==> src/rtl/uart_rx_fifo.sv <==
// uart_rx_fifo: oversampling 8N1 UART receiver feeding a first-word-fall-through
// byte FIFO. Optional even-parity reception is enabled by defining the macro
// UART_RX_PARITY_EN; without it the frame is plain 8N1 and parity_err is tied low.
module uart_rx_fifo #(
  parameter int unsigned CLKS_PER_BIT = 87,
  parameter int unsigned FIFO_DEPTH   = 4
) (
  input  logic                         clk,
  input  logic                         rst_n,
  input  logic                         ena,
  input  logic                         rx,
  input  logic                         rd_en,
  output logic [7:0]                   rd_data,
  output logic                         rd_valid,
  output logic [$clog2(FIFO_DEPTH):0]  count,
  output logic                         frame_err,
  output logic                         parity_err,
  output logic                         overflow
);

  localparam int unsigned CNT_W = $clog2(CLKS_PER_BIT + 1);
  localparam int unsigned AW    = $clog2(FIFO_DEPTH);
  localparam int unsigned PW    = AW + 1;

`ifdef UART_RX_PARITY_EN
  typedef enum logic [2:0] {
    IDLE   = 3'd0,
    START  = 3'd1,
    DATA   = 3'd2,
    PARITY = 3'd3,
    STOP   = 3'd4
  } state_e;
`else
  typedef enum logic [2:0] {
    IDLE  = 3'd0,
    START = 3'd1,
    DATA  = 3'd2,
    STOP  = 3'd4
  } state_e;
`endif

  state_e            state_q, state_d;
  logic              sync1_q, sync2_q, rxd_q;
  logic [CNT_W-1:0]  cnt_q, cnt_d;
  logic [2:0]        bit_q, bit_d;
  logic [7:0]        shift_q, shift_d;
  logic              frame_err_q, frame_err_d;
  logic              push_c;
  logic              rx_s, fall_c, tc_c;

  logic [7:0]        mem_q [FIFO_DEPTH];
  logic [PW-1:0]     wptr_q, wptr_d, rptr_q, rptr_d;
  logic [PW-1:0]     count_q, count_d;
  logic              rd_valid_q, rd_valid_d;
  logic              overflow_q, overflow_d;
  logic              full_c, pop_c, wr_c;

`ifdef UART_RX_PARITY_EN
  logic              perr_q, perr_d;
  logic              parity_err_q, parity_err_d;
`endif

  assign rx_s   = sync2_q;
  assign fall_c = rxd_q & ~rx_s;
  assign tc_c   = (cnt_q == CNT_W'(1));

  // Receiver registers: synchroniser, edge history, FSM state and datapath
  always_ff @(posedge clk or negedge rst_n) begin
    if (!rst_n) begin
      sync1_q     <= 1'b1;
      sync2_q     <= 1'b1;
      rxd_q       <= 1'b1;
      state_q     <= IDLE;
      cnt_q       <= '0;
      bit_q       <= '0;
      shift_q     <= '0;
      frame_err_q <= 1'b0;
`ifdef UART_RX_PARITY_EN
      perr_q       <= 1'b0;
      parity_err_q <= 1'b0;
`endif
    end else begin
      sync1_q     <= rx;
      sync2_q     <= sync1_q;
      rxd_q       <= sync2_q;
      state_q     <= state_d;
      cnt_q       <= cnt_d;
      bit_q       <= bit_d;
      shift_q     <= shift_d;
      frame_err_q <= frame_err_d;
`ifdef UART_RX_PARITY_EN
      perr_q       <= perr_d;
      parity_err_q <= parity_err_d;
`endif
    end
  end

  // Receiver next-state: bit timing, sampling, error detection and push request
  always_comb begin
    state_d     = state_q;
    cnt_d       = cnt_q;
    bit_d       = bit_q;
    shift_d     = shift_q;
    frame_err_d = 1'b0;
    push_c      = 1'b0;
`ifdef UART_RX_PARITY_EN
    perr_d       = perr_q;
    parity_err_d = 1'b0;
`endif
    if (!ena) begin
      state_d = IDLE;
    end else begin
      case (state_q)
        IDLE: begin
          if (fall_c) begin
            cnt_d   = CNT_W'(CLKS_PER_BIT / 2);
            state_d = START;
`ifdef UART_RX_PARITY_EN
            perr_d  = 1'b0;
`endif
          end
        end
        START: begin
          if (tc_c) begin
            if (!rx_s) begin
              state_d = DATA;
              bit_d   = 3'd0;
              cnt_d   = CNT_W'(CLKS_PER_BIT);
            end else begin
              state_d = IDLE;
            end
          end else begin
            cnt_d = cnt_q - CNT_W'(1);
          end
        end
        DATA: begin
          if (tc_c) begin
            shift_d = {rx_s, shift_q[7:1]};
            cnt_d   = CNT_W'(CLKS_PER_BIT);
            if (bit_q == 3'd7) begin
`ifdef UART_RX_PARITY_EN
              state_d = PARITY;
`else
              state_d = STOP;
`endif
            end else begin
              bit_d = bit_q + 3'd1;
            end
          end else begin
            cnt_d = cnt_q - CNT_W'(1);
          end
        end
`ifdef UART_RX_PARITY_EN
        PARITY: begin
          if (tc_c) begin
            if (rx_s != ^shift_q) begin
              parity_err_d = 1'b1;
              perr_d       = 1'b1;
            end
            cnt_d   = CNT_W'(CLKS_PER_BIT);
            state_d = STOP;
          end else begin
            cnt_d = cnt_q - CNT_W'(1);
          end
        end
`endif
        STOP: begin
          if (tc_c) begin
            state_d = IDLE;
            if (!rx_s) begin
              frame_err_d = 1'b1;
`ifdef UART_RX_PARITY_EN
            end else if (!perr_q) begin
`else
            end else begin
`endif
              push_c = 1'b1;
            end
          end else begin
            cnt_d = cnt_q - CNT_W'(1);
          end
        end
        default: state_d = IDLE;
      endcase
    end
  end

  assign full_c = (wptr_q[AW] != rptr_q[AW]) && (wptr_q[AW-1:0] == rptr_q[AW-1:0]);

  // FIFO next-state: simultaneous pop frees the slot a push into a full FIFO needs
  always_comb begin
    pop_c      = rd_en && rd_valid_q;
    wr_c       = push_c && (!full_c || pop_c);
    overflow_d = push_c && full_c && !pop_c;
    wptr_d     = wr_c  ? (wptr_q + PW'(1)) : wptr_q;
    rptr_d     = pop_c ? (rptr_q + PW'(1)) : rptr_q;
    count_d    = wptr_d - rptr_d;
    rd_valid_d = (wptr_d != rptr_d);
  end

  // FIFO pointers and registered status
  always_ff @(posedge clk or negedge rst_n) begin
    if (!rst_n) begin
      wptr_q     <= '0;
      rptr_q     <= '0;
      count_q    <= '0;
      rd_valid_q <= 1'b0;
      overflow_q <= 1'b0;
    end else begin
      wptr_q     <= wptr_d;
      rptr_q     <= rptr_d;
      count_q    <= count_d;
      rd_valid_q <= rd_valid_d;
      overflow_q <= overflow_d;
    end
  end

  // FIFO storage, written with the byte completed at the stop sample
  always_ff @(posedge clk) begin
    if (wr_c) begin
      mem_q[wptr_q[AW-1:0]] <= shift_q;
    end
  end

  assign rd_data   = rd_valid_q ? mem_q[rptr_q[AW-1:0]] : 8'h00;
  assign rd_valid  = rd_valid_q;
  assign count     = count_q;
  assign frame_err = frame_err_q;
  assign overflow  = overflow_q;
`ifdef UART_RX_PARITY_EN
  assign parity_err = parity_err_q;
`else
  assign parity_err = 1'b0;
`endif

endmodule

==> config.mk <==
export PLATFORM = sky130hd
export DESIGN_NAME = uart_rx_fifo
export DESIGN_NICKNAME = d
export VERILOG_FILES = /design/src/rtl/uart_rx_fifo.sv
export SDC_FILE = /design/constraint.sdc
export NUM_CORES = 1
export LEC_CHECK = 0
export ABC_AREA = 1
export CORE_MARGIN = 3
export CORE_UTILIZATION = 40
export CTS_CLUSTER_DIAMETER = 30
export DETAILED_ROUTE_END_ITERATION = 12
export SYNTH_ARGS = -nofsm -noshare
export SYNTH_HDL_FRONTEND = slang
export SYNTH_SLANG_ARGS = --single-unit
==> constraint.sdc <==
create_clock -name clk -period 2 [get_ports clk]
set_input_delay 0.2 -clock clk [delete_from_list [all_inputs] [get_ports clk]]
set_output_delay 0.2 -clock clk [all_outputs]
set_load 0.005 [all_outputs]
==> run_results.csv, run 1 <==
group,metric,value,unit
global_route,grt.overflow.total,0,
clock_network,clk_pin_slew,0.08,ns
hold_path,min_path_type,"in2reg",
final_layout,drive_gt1_share,24.5,%
logic_synthesis,synth_seq_cells,68,
clock_network,clock_sinks,68,
status,violations,"negative setup slack",
critical_path,r2r-start,"cnt_q[1]$_DFFE_PN0P_",
global_route,grt_max_degree,37,
power,p_seq_share,33.6,%
logic_synthesis,synthDominantCellAreaShare,29.9,%
timing,rsz0062_at_grt,"yes",
power,p_int,0.00341,W
timing,finalSetupViolations,1,
drt,drt-total-wl,6310,µm
floorplanning,core,7770,µm²
power,ir_drop,0.000589,V
timing,fin_crit,2.04,ns
global_route,antenna_found_initial,0,
power,power.net_switching,0.00163,W
status,outcome,"finished with violations",
drt,drc_errors,0,
timing,clock_skew,0.00942,ns
drt,routedWlPerCell,12.7,µm
global_route,grt_util_all_layers,15.6,%
logic_synthesis,yosys-top-cells-area,"edfxtp_1 (30%), dfrtp_1 (26%), nand2_1 (6.4%)",
power,p_clk_share,30.1,%
hold_path,hold_start,"rx",
global_route,grt_pass1_wl,10800,µm
job,cap_violations,0,
floorplanning,die_y,95.6,µm
clock_network,cts_made_buffers,9,
power,power_frac_comb,36.3,%
power,switching_share,32.3,%
critical_path,worstPathRequired,2.24,ns
place,portBuffers,18,
clock_network,clock_latency,0.34,ns
global_route,grt_pass1_vias,2323,
clock_network,clockRootBuffer,"clkbuf_8",
final_layout,area_growth,27.7,%
critical_path,critPathArrivalTime,2.28,ns
critical_path,crit_path_end_kind,"flop",
logic_synthesis,avgSynthCellArea,9.78,µm²
place,dp_hpwl,4380,µm
critical_path,timing.critical_path.from,"cnt_q[1]$_DFFE_PN0P_",
critical_path,startpoint_type,"flop",
timing,fmax,490,MHz
final_layout,n_fill_cell,694,
drt,drt_iter0_markers,73,
clock_network,cts_htree_levels,3,
logic_synthesis,synth_nets,345,
floorplanning,die_area,9130,µm²
logic_synthesis,syn_inst,328,
floorplanning,start_util,41.3,%
power,p_leak,1.85,nW
critical_path,crit_type,"reg2reg",
final_layout,regArea,1870,µm²
critical_path,crit_fanout,3,
logic_synthesis,synth_edf_count,32,
final_layout,diodes,0,
place,gp_congestion,0.844,
floorplanning,ios,20,
logic_synthesis,synth-seq-area-share,58.1,%
drt,ant_nets,0,
power,total_power,0.00504,W
timing,drv_slew,0,
final_layout,finalNetCount,408,
timing,finalWorstSetupSlack,-0.0404,ns
power,power.density,1230,nW/µm²
logic_synthesis,ys_warn_count,0,
logic_synthesis,syn_area,3210,µm²
timing,period_share,102,%
logic_synthesis,async_reset_ff_share,52.9,%
floorplanning,fp.dieW,95.6,µm
drt,vias,2327,
logic_synthesis,synth_cell_types,35,
drt,drt_first_pass_iters,4,
floorplanning,row_count,32,
clock_network,cts_tree,"yes",
timing,tns,-0.0404,ns
drt,vias_per_cell,4.67,
logic_synthesis,synthFlopType,"dfrtp_1",
clock_network,clock_path_buffers,2,
timing,final_hold_viol_count,0,
logic_synthesis,synth_top_area_cell,"edfxtp_1",
final_layout,multiInputGateArea,1190,µm²
placed cells by master, fill, tap and decap left out, types with 2 or more instances in the layout:
| cell type | Yosys | routed |
|---|---|---|
| xnor2_1 | 3 | 3 |
| buf_6 | 0 | 2 |
| inv_4 | 3 | 3 |
| clkdlybuf4s50_1 | 0 | 9 |
| nor2_2 | 5 | 5 |
| inv_1 | 38 | 33 |
| nand3_1 | 18 | 18 |
| o21ai_2 | 2 | 3 |
| ha_1 | 11 | 9 |
| buf_4 | 2 | 37 |
| nand4_1 | 4 | 4 |
| o21ai_0 | 26 | 25 |
| edfxtp_1 | 32 | 32 |
| dfstp_2 | 3 | 3 |
| nor2_1 | 49 | 47 |
| nor2_4 | 2 | 4 |
| a21oi_1 | 10 | 10 |
| dlygate4sd2_1 | 0 | 7 |
| o21ai_1 | 6 | 6 |
| nand2_2 | 4 | 5 |
| clkbuf_8 | 0 | 9 |
| inv_6 | 0 | 2 |
| xor2_1 | 4 | 3 |
| dfrtp_1 | 33 | 33 |
| nand2_1 | 55 | 54 |
| inv_2 | 1 | 5 |
| nor3_1 | 2 | 2 |
| bufinv_16 | 0 | 4 |
worst max-delay path, cell delays in order (launching register included):
cell and delay, ns:
dfrtp_1 0.40, inv_2 0.08, ha_4 0.12, inv_2 0.04, nor2_4 0.09, nand3_4 0.11, nor2_4 0.15, nand2_4 0.07
xor2_2 0.15, ha_2 0.19, fa_2 0.53, inv_2 0.03
Yosys cell counts (2+ instances only):
cell	instances
nand2_1	55
nor2_1	49
inv_1	38
dfrtp_1	33
edfxtp_1	32
o21ai_0	26
nand3_1	18
ha_1	11
a21oi_1	10
o21ai_1	6
nor2_2	5
nand2_2	4
nand4_1	4
xor2_1	4
clkbuf_1	3
dfstp_2	3
inv_4	3
xnor2_1	3
buf_4	2
nor2_4	2
nor3_1	2
o21ai_2	2
power groups by stage:
stage	clock [W]	sequential [W]	combinational (W)
6_report	0.00152	0.00170	0.00183
5_1_grt	0.00162	0.00171	0.00208
4_1_cts	0.00155	0.00169	0.00178
3_5_place_dp	0	0.00173	0.00172
3_3_place_gp	0	0.00172	0.00168
2_1_floorplan	0	0.00171	0.00104
path summary, 6_finish.rpt:
path                                        endpoint  slack (ns)  cells after the start
worst max-delay path              count[1]$_DFF_PN0_       -0.04                     11
worst min-delay path               sync1_q$_DFF_PN1_        0.26                      1
worst max register to register    count[1]$_DFF_PN0_       -0.04                     11
worst min register to register        rx_s$_DFF_PN1_        0.36                      0
max in group asynchronous             rx_s$_DFF_PN1_        1.22                      3
min in group asynchronous       cnt_q[4]$_DFFE_PN0P_        0.43                      3
repair_timing:
action | CTS | global route
resized for setup | 14 | 6
setup buffers | 7 | 5
setup endpoints to repair | 10 | 4
hold endpoints to repair | 33 | 0
hold buffers | 1 | 0
pin swaps | 4 | 3
sequential cells by signal (all words and copies together) (netlist names):
signal and count:
count 3, bit_q 3, frame_err 1, state_q 3, cnt_q 7, mem_q 32
rptr_q 3, wptr_q 3, shift_q 8, rxd_q 1, rd_valid 1, rx_s 1
overflow 1, sync1_q 1
kinds of logic (layout without fill, tap and decap cells):
group | count (synthesis) | after routing | synth area share, %
DFF | 68 | 68 | 58.1
xor gates and xnor gates | 7 | 7 | 1.91
AOI/OAI and AO/OA | 46 | 46 | 7.64
other | 1 | 1 | 0.117
buffers and inverters | 48 | 116 | 6.12
adders and majority gates | 12 | 12 | 4.91
and+or+nand+nor | 146 | 146 | 21.2
area by class of cell:
| type | instances | share of cell area (%) |
|---|---|---|
| Sequential cell | 68 | 45.5 |
| Multi-Input combinational cell | 212 | 29.1 |
| Timing Repair Buffer | 58 | 11.5 |
| Inverter | 42 | 4.12 |
| Clock inverter | 7 | 3.57 |
| Tap cell | 102 | 3.11 |
| Clock buffer | 9 | 3.02 |
through the flow:
step / util [%] / setup slack [ns] / area (µm²) / std cells / hold slack, ns
final: 52.8 / -0.0404 / 4100 / 498 / 0.264
after global routing: 52.8 / -0.128 / 4100 / 498 / 0.244
after CTS: 52.3 / -0.0141 / 4060 / 493 / 0.246
after detailed placement: 47.9 / -0.145 / 3720 / 469 / 0.277
after global placement: 47.9 / -0.0982 / 3720 / 469 / 0.270
after floorplan: - / 0.00124 / 3240 / 328 / -0.0956
metal layers:
metal	part of all wire, %	vias up	routed length, µm	global-route usage, %
met5	0	-	0	0
met4	1.4	0	88	6.04
met3	3.0	8	186	3.87
met2	50	27	3180	27.0
met1	45	1093	2850	18.7
li1	-	1199	-	-
Note: power is estimated with default switching activity, not from simulation.
==> run 2, diff against run 1 <==
--- a/config.mk
+++ b/config.mk
@@ -6,10 +6,12 @@
 export NUM_CORES = 1
 export LEC_CHECK = 0
 export ABC_AREA = 1
-export CORE_MARGIN = 3
+export CORE_MARGIN = 2
 export CORE_UTILIZATION = 40
+export CTS_BUF_LIST = sky130_fd_sc_hd__clkbuf_8
 export CTS_CLUSTER_DIAMETER = 30
 export DETAILED_ROUTE_END_ITERATION = 12
+export HOLD_SLACK_MARGIN = 0.1
 export SYNTH_ARGS = -nofsm -noshare
 export SYNTH_HDL_FRONTEND = slang
 export SYNTH_SLANG_ARGS = --single-unit
==> run_results.csv, run 2 (synthesis results as in run 1) <==
group,metric,value,unit
floorplanning,start_util,41.3,%
place,gp_congestion,0.856,
global_route,antenna_found_initial,0,
power,total_power,0.00472,W
power,p_int,0.00311,W
critical_path,crit_path_end_kind,"flop",
timing,finalWorstSetupSlack,0.0139,ns
global_route,grt_util_all_layers,16.4,%
timing,clock_skew,0.00428,ns
drt,vias_per_cell,4.72,
power,power.net_switching,0.00161,W
power,power_frac_comb,37.1,%
power,power.density,1180,nW/µm²
drt,drt_first_pass_iters,4,
timing,fmax,504,MHz
clock_network,clockRootBuffer,"clkbuf_8",
place,post-place-ws,-0.137,ns
floorplanning,die_area,8760,µm²
critical_path,crit_slowest_cell,"fa_2",
final_layout,area_growth,24.9,%
clock_network,cts_made_buffers,9,
final_layout,utilization,51.6,%
final_layout,final_cell_mix,"nand2_1 (54), nor2_1 (47), inv_1 (34)",
floorplanning,fp.dieW,93.6,µm
hold_path,min_path_type,"in2reg",
critical_path,worstPathRequired,2.24,ns
power,p_clk_share,26.9,%
drt,drc_errors,0,
critical_path,startpoint_type,"flop",
drt,drt_iter0_markers,111,
timing,worst_slew_margin_rel,45.4,%
job,cap_violations,0,
timing,finalSetupViolations,0,
floorplanning,core,7770,µm²
timing,final_hold_viol_count,0,
timing,finalHoldWorstSlack,0.256,ns
timing,period_share,99.3,%
floorplanning,ios,20,
critical_path,cp_slowest_stage_delay,0.51,ns
place,portBuffers,18,
clock_network,clock_sinks,68,
critical_path,crit_type,"reg2reg",
final_layout,largest_register_ffs,32,
final_layout,design_area,4010,µm²
floorplanning,die_y,93.6,µm
drt,ant_nets,0,
final_layout,drive_gt1_share,22.9,%
clock_network,clock_latency,0.34,ns
floorplanning,row_count,32,
clock_network,cts_tree,"yes",
power,switching_share,34.2,%
global_route,grt.overflow.total,0,
critical_path,crit_fanout,3,
clock_network,clock_path_buffers,2,
place,dp_hpwl,4310,µm
drt,drt-total-wl,6370,µm
critical_path,critPathArrivalTime,2.23,ns
power,ir_drop,0.000576,V
timing,rsz0062_at_grt,"yes",
clock_network,clk_pin_slew,0.08,ns
place,dpl_cell_area,3710,µm²
power,p_seq_share,35.9,%
drt,vias,2317,
critical_path,ff2ff_setup_slack,0.01,ns
timing,drv_slew,0,
critical_path,worstPathCellList,"inv_2 > ha_4 > inv_2 > nor2_4 > nand3_4 > nor2_4 > nand2_4 > xor2_2 > ha_2 > fa_2 > inv_1",
global_route,grt_max_degree,37,
final_layout,finalNetCount,401,
final_layout,n_fill_cell,711,
status,outcome,"finished clean",
timing,fin_crit,1.99,ns
power,p_leak,1.81,nW
drt,routedWlPerCell,13.0,µm
final_layout,diodes,0,
timing,tightest_slew,0.819,ns
global_route,grt_pass1_wl,10800,µm
clock_network,cts_htree_levels,3,
final_layout,layout_commonest_cell,"nand2_1",
global_route,grt_pass1_vias,2343,
==> run 2: worst paths after layout <==
kind	startpoint	to	depth (start not counted)
max in group asynchronous	rst_n	rptr_q[0]$_DFF_PN0_	2
min in group asynchronous	rst_n	cnt_q[0]$_DFFE_PN0P_	2
setup / recovery	cnt_q[1]$_DFFE_PN0P_	count[1]$_DFF_PN0_	11
hold reg to reg	sync1_q$_DFF_PN1_	rx_s$_DFF_PN1_	0
setup reg to reg	cnt_q[1]$_DFFE_PN0P_	count[1]$_DFF_PN0_	11
hold / removal	rx	sync1_q$_DFF_PN1_	1
==> run 2: power by group through the flow <==
| stage | Combinational (W) | Sequential [W] | Clock [W] |
|---|---|---|---|
| 2_1_floorplan | 0.00104 | 0.00171 | 0 |
| 3_3_place_gp | 0.00167 | 0.00172 | 0 |
| 3_5_place_dp | 0.00171 | 0.00172 | 0 |
| 4_1_cts | 0.00175 | 0.00169 | 0.00130 |
| 5_1_grt | 0.00199 | 0.00171 | 0.00136 |
| 6_report | 0.00175 | 0.00170 | 0.00127 |
==> run 2: repair_timing <==
action                     CTS  global route
hold endpoints to repair    33             0
setup endpoints to repair   10             4
buffers inserted             4             2
cloned                       0             0
pin swaps                    3             3
hold buffers                 1             0
gates resized for setup     15             5
==> run 2: layout make-up <==
cell class                 count  area [µm²]  area share (%)
tap                          102         128            3.18
multi-input combinational    212        1190            29.8
clock inverter                 7        98.8            2.47
timing repair buffer          51         428            10.7
inverter                      42         169            4.21
clock buffer                   9         124            3.09
sequential                    68        1870            46.6
==> run 2: worst max-delay path, delay by kind of cell (launching register included) <==
family,cells,cell delay (ns)
xor+xnor,1,0.14
fa+ha+maj,3,0.81
buf+inv,3,0.15
flops,1,0.39
simple gates,4,0.40
==> run 2: metrics by stage <==
stage	setup TNS [ns]	cells
2_1_floorplan	0	328
4_1_cts	-0.181	489
6_report	0	491
5_1_grt	-0.164	491
3_3_place_gp	-0.174	468
3_5_place_dp	-0.270	468
==> run 2: layer usage <==
layer	part of all wire [%]	track usage [%]	vias to the layer above	routed length (µm)
met1	45	19.0	1104	2840
li1	-	-	1176	-
met5	0	0	-	0
met2	51	29.2	32	3280
met4	0.83	4.95	0	53
met3	3.1	4.92	5	198
==> run 3, diff against run 2 <==
--- a/config.mk
+++ b/config.mk
@@ -8,8 +8,9 @@
 export ABC_AREA = 1
 export CORE_MARGIN = 2
 export CORE_UTILIZATION = 40
-export CTS_BUF_LIST = sky130_fd_sc_hd__clkbuf_8
+export CTS_BUF_LIST = sky130_fd_sc_hd__clkbuf_16
 export CTS_CLUSTER_DIAMETER = 30
+export CTS_CLUSTER_SIZE = 25
 export DETAILED_ROUTE_END_ITERATION = 12
 export HOLD_SLACK_MARGIN = 0.1
 export SYNTH_ARGS = -nofsm -noshare
==> constraint.sdc (replaced) <==
create_clock -name clk -period 2 [get_ports clk]
set_input_delay 0.4 -clock clk [delete_from_list [all_inputs] [get_ports clk]]
set_output_delay 0.4 -clock clk [all_outputs]
set_load 0.005 [all_outputs]
==> run_results.csv, run 3 (synthesis results as in run 1) <==
group,metric,value,unit
status,outcome,"finished with violations",
status,violations,"negative setup slack",
clock_network,clock_sinks,68,
critical_path,r2r_cells,11,
critical_path,startpoint_type,"flop",
drt,drt_first_pass_iters,4,
final_layout,finalNetCount,404,
final_layout,design_area,4160,µm²
critical_path,critPathArrivalTime,2.25,ns
timing,period_share,101,%
timing,rsz0062_at_grt,"yes",
critical_path,crit_fanout,3,
place,dpl.cell_count,472,
global_route,grt_util_all_layers,15.8,%
clock_network,cts_tree,"yes",
clock_network,cts_made_buffers,9,
timing,drv_slew,0,
drt,routedWlPerCell,12.3,µm
floorplanning,ios,20,
place,gp_congestion,0.837,
final_layout,multiInputGateArea,1210,µm²
floorplanning,fp.dieW,93.6,µm
final_layout,final_cell_mix,"nand2_1 (53), nor2_1 (43), inv_1 (33)",
place,portBuffers,18,
floorplanning,die_y,93.6,µm
final_layout,n_fill_cell,671,
critical_path,crit_path_end_kind,"flop",
global_route,antenna_found_initial,0,
clock_network,clock_latency,0.33,ns
drt,ant_nets,0,
global_route,grt_pass1_wl,10700,µm
drt,drt-total-wl,6090,µm
power,power.density,1240,nW/µm²
floorplanning,row_count,32,
floorplanning,die_area,8760,µm²
final_layout,diodes,0,
timing,fin_crit,2.03,ns
global_route,grt_max_degree,20,
final_layout,instances_no_fill,494,
final_layout,area_growth,29.5,%
place,dpl_cell_area,3780,µm²
final_layout,largest_register_ffs,32,
drt,vias_per_cell,4.72,
timing,fmax,494,MHz
power,ir_drop,0.000682,V
timing,final_hold_viol_count,0,
timing,finalWorstSetupSlack,-0.0263,ns
drt,vias,2333,
clock_network,cts_htree_levels,3,
hold_path,worst_hold_path.num_cells,0,
final_layout,layout_commonest_cell,"nand2_1",
global_route,grt_pass1_vias,2300,
global_route,grt.overflow.total,0,
job,cap_violations,0,
critical_path,worstPathRequired,2.22,ns
final_layout,regArea,1870,µm²
drt,drc_errors,0,
place,post-place-ws,-0.396,ns
hold_path,min_path_type,"reg2reg",
timing,clock_skew,0.00547,ns
power,total_power,0.00517,W
clock_network,clk_pin_slew,0.06,ns
final_layout,drive_gt1_share,27.0,%
drt,drt_iter0_markers,109,
place,dp_hpwl,4290,µm
clock_network,clock_path_buffers,2,
floorplanning,start_util,41.3,%
clock_network,clockRootBuffer,"clkbuf_16",
critical_path,crit_type,"reg2reg",
timing,finalSetupViolations,1,
floorplanning,core,7770,µm²
power,p_leak,1.87,nW
run 3: cell types whose count changed in the layout (fill, tap and decap cells not counted), sizes merged, moves of 2 or more:
cell and change:
buf +2, dlygate4sd2 -6, clkinv +2, clkbuf +7, clkinvlp -2
run 3: final cells by class:
| class | count | area share, % |
|---|---|---|
| flip-flops and latches | 68 | 45.0 |
| clock inverters | 7 | 2.05 |
| inverters | 42 | 4.03 |
| well taps | 102 | 3.07 |
| clock buffers | 9 | 5.42 |
| multi-input cells | 212 | 29.0 |
| repair buffers | 54 | 11.4 |
run 3: critical path, stage by stage, from the launching register on:
cell and delay [ns]:
dfrtp_1 0.39, inv_2 0.08, ha_4 0.12, inv_2 0.04
nor2_4 0.09, nand3_4 0.11, nor2_4 0.10, nand4_1 0.15
o21ai_2 0.20, inv_2 0.06, fa_2 0.55, inv_1 0.03
run 3: stage by stage:
stage | setup TNS [ns] | hold WS [ns] | util, %
floorplan | 0 | 0.104 | -
global placement | -3.61 | 0.345 | 48.6
detailed placement | -4.31 | 0.348 | 48.6
CTS | -0.0821 | 0.357 | 53.7
global route | -0.212 | 0.359 | 53.5
finish | -0.0263 | 0.356 | 53.5
run 3: routing by layer:
metal	routed length (µm)	vias up	track usage, %
met4	80	0	5.43
li1	-	1199	-
met5	0	-	0
met3	179	9	3.46
met1	2780	1091	20.2
met2	3040	34	26.6
run 3: final timing paths:
kind | from | endpoint | slack, ns
worst max-delay path | cnt_q[1]$_DFFE_PN0P_ | count[1]$_DFF_PN0_ | -0.03
worst min-delay path | sync1_q$_DFF_PN1_ | rx_s$_DFF_PN1_ | 0.36
worst max register to register | cnt_q[1]$_DFFE_PN0P_ | count[1]$_DFF_PN0_ | -0.03
worst min register to register | sync1_q$_DFF_PN1_ | rx_s$_DFF_PN1_ | 0.36
max in group asynchronous | rst_n | rx_s$_DFF_PN1_ | 0.94
min in group asynchronous | rst_n | cnt_q[0]$_DFFE_PN0P_ | 0.53
run 3: timing repair:
action | CTS | global route
resized for setup | 20 | 21
hold buffers | 1 | 0
setup buffers | 4 | 0
pin swaps | 0 | 8
setup endpoints to repair | 10 | 10
cloned | 1 | 0
endpoints found under the hold margin | 16 | 0
run 3: report_power, final:
| group | total, W | internal [W] | switching, W |
|---|---|---|---|
| clock | 0.00160 | 0.000985 | 0.000618 |
| sequential | 0.00169 | 0.00159 | 0.0000952 |
| combinational | 0.00187 | 0.000902 | 0.000972 |
| total | 0.00517 | 0.00348 | 0.00168 |
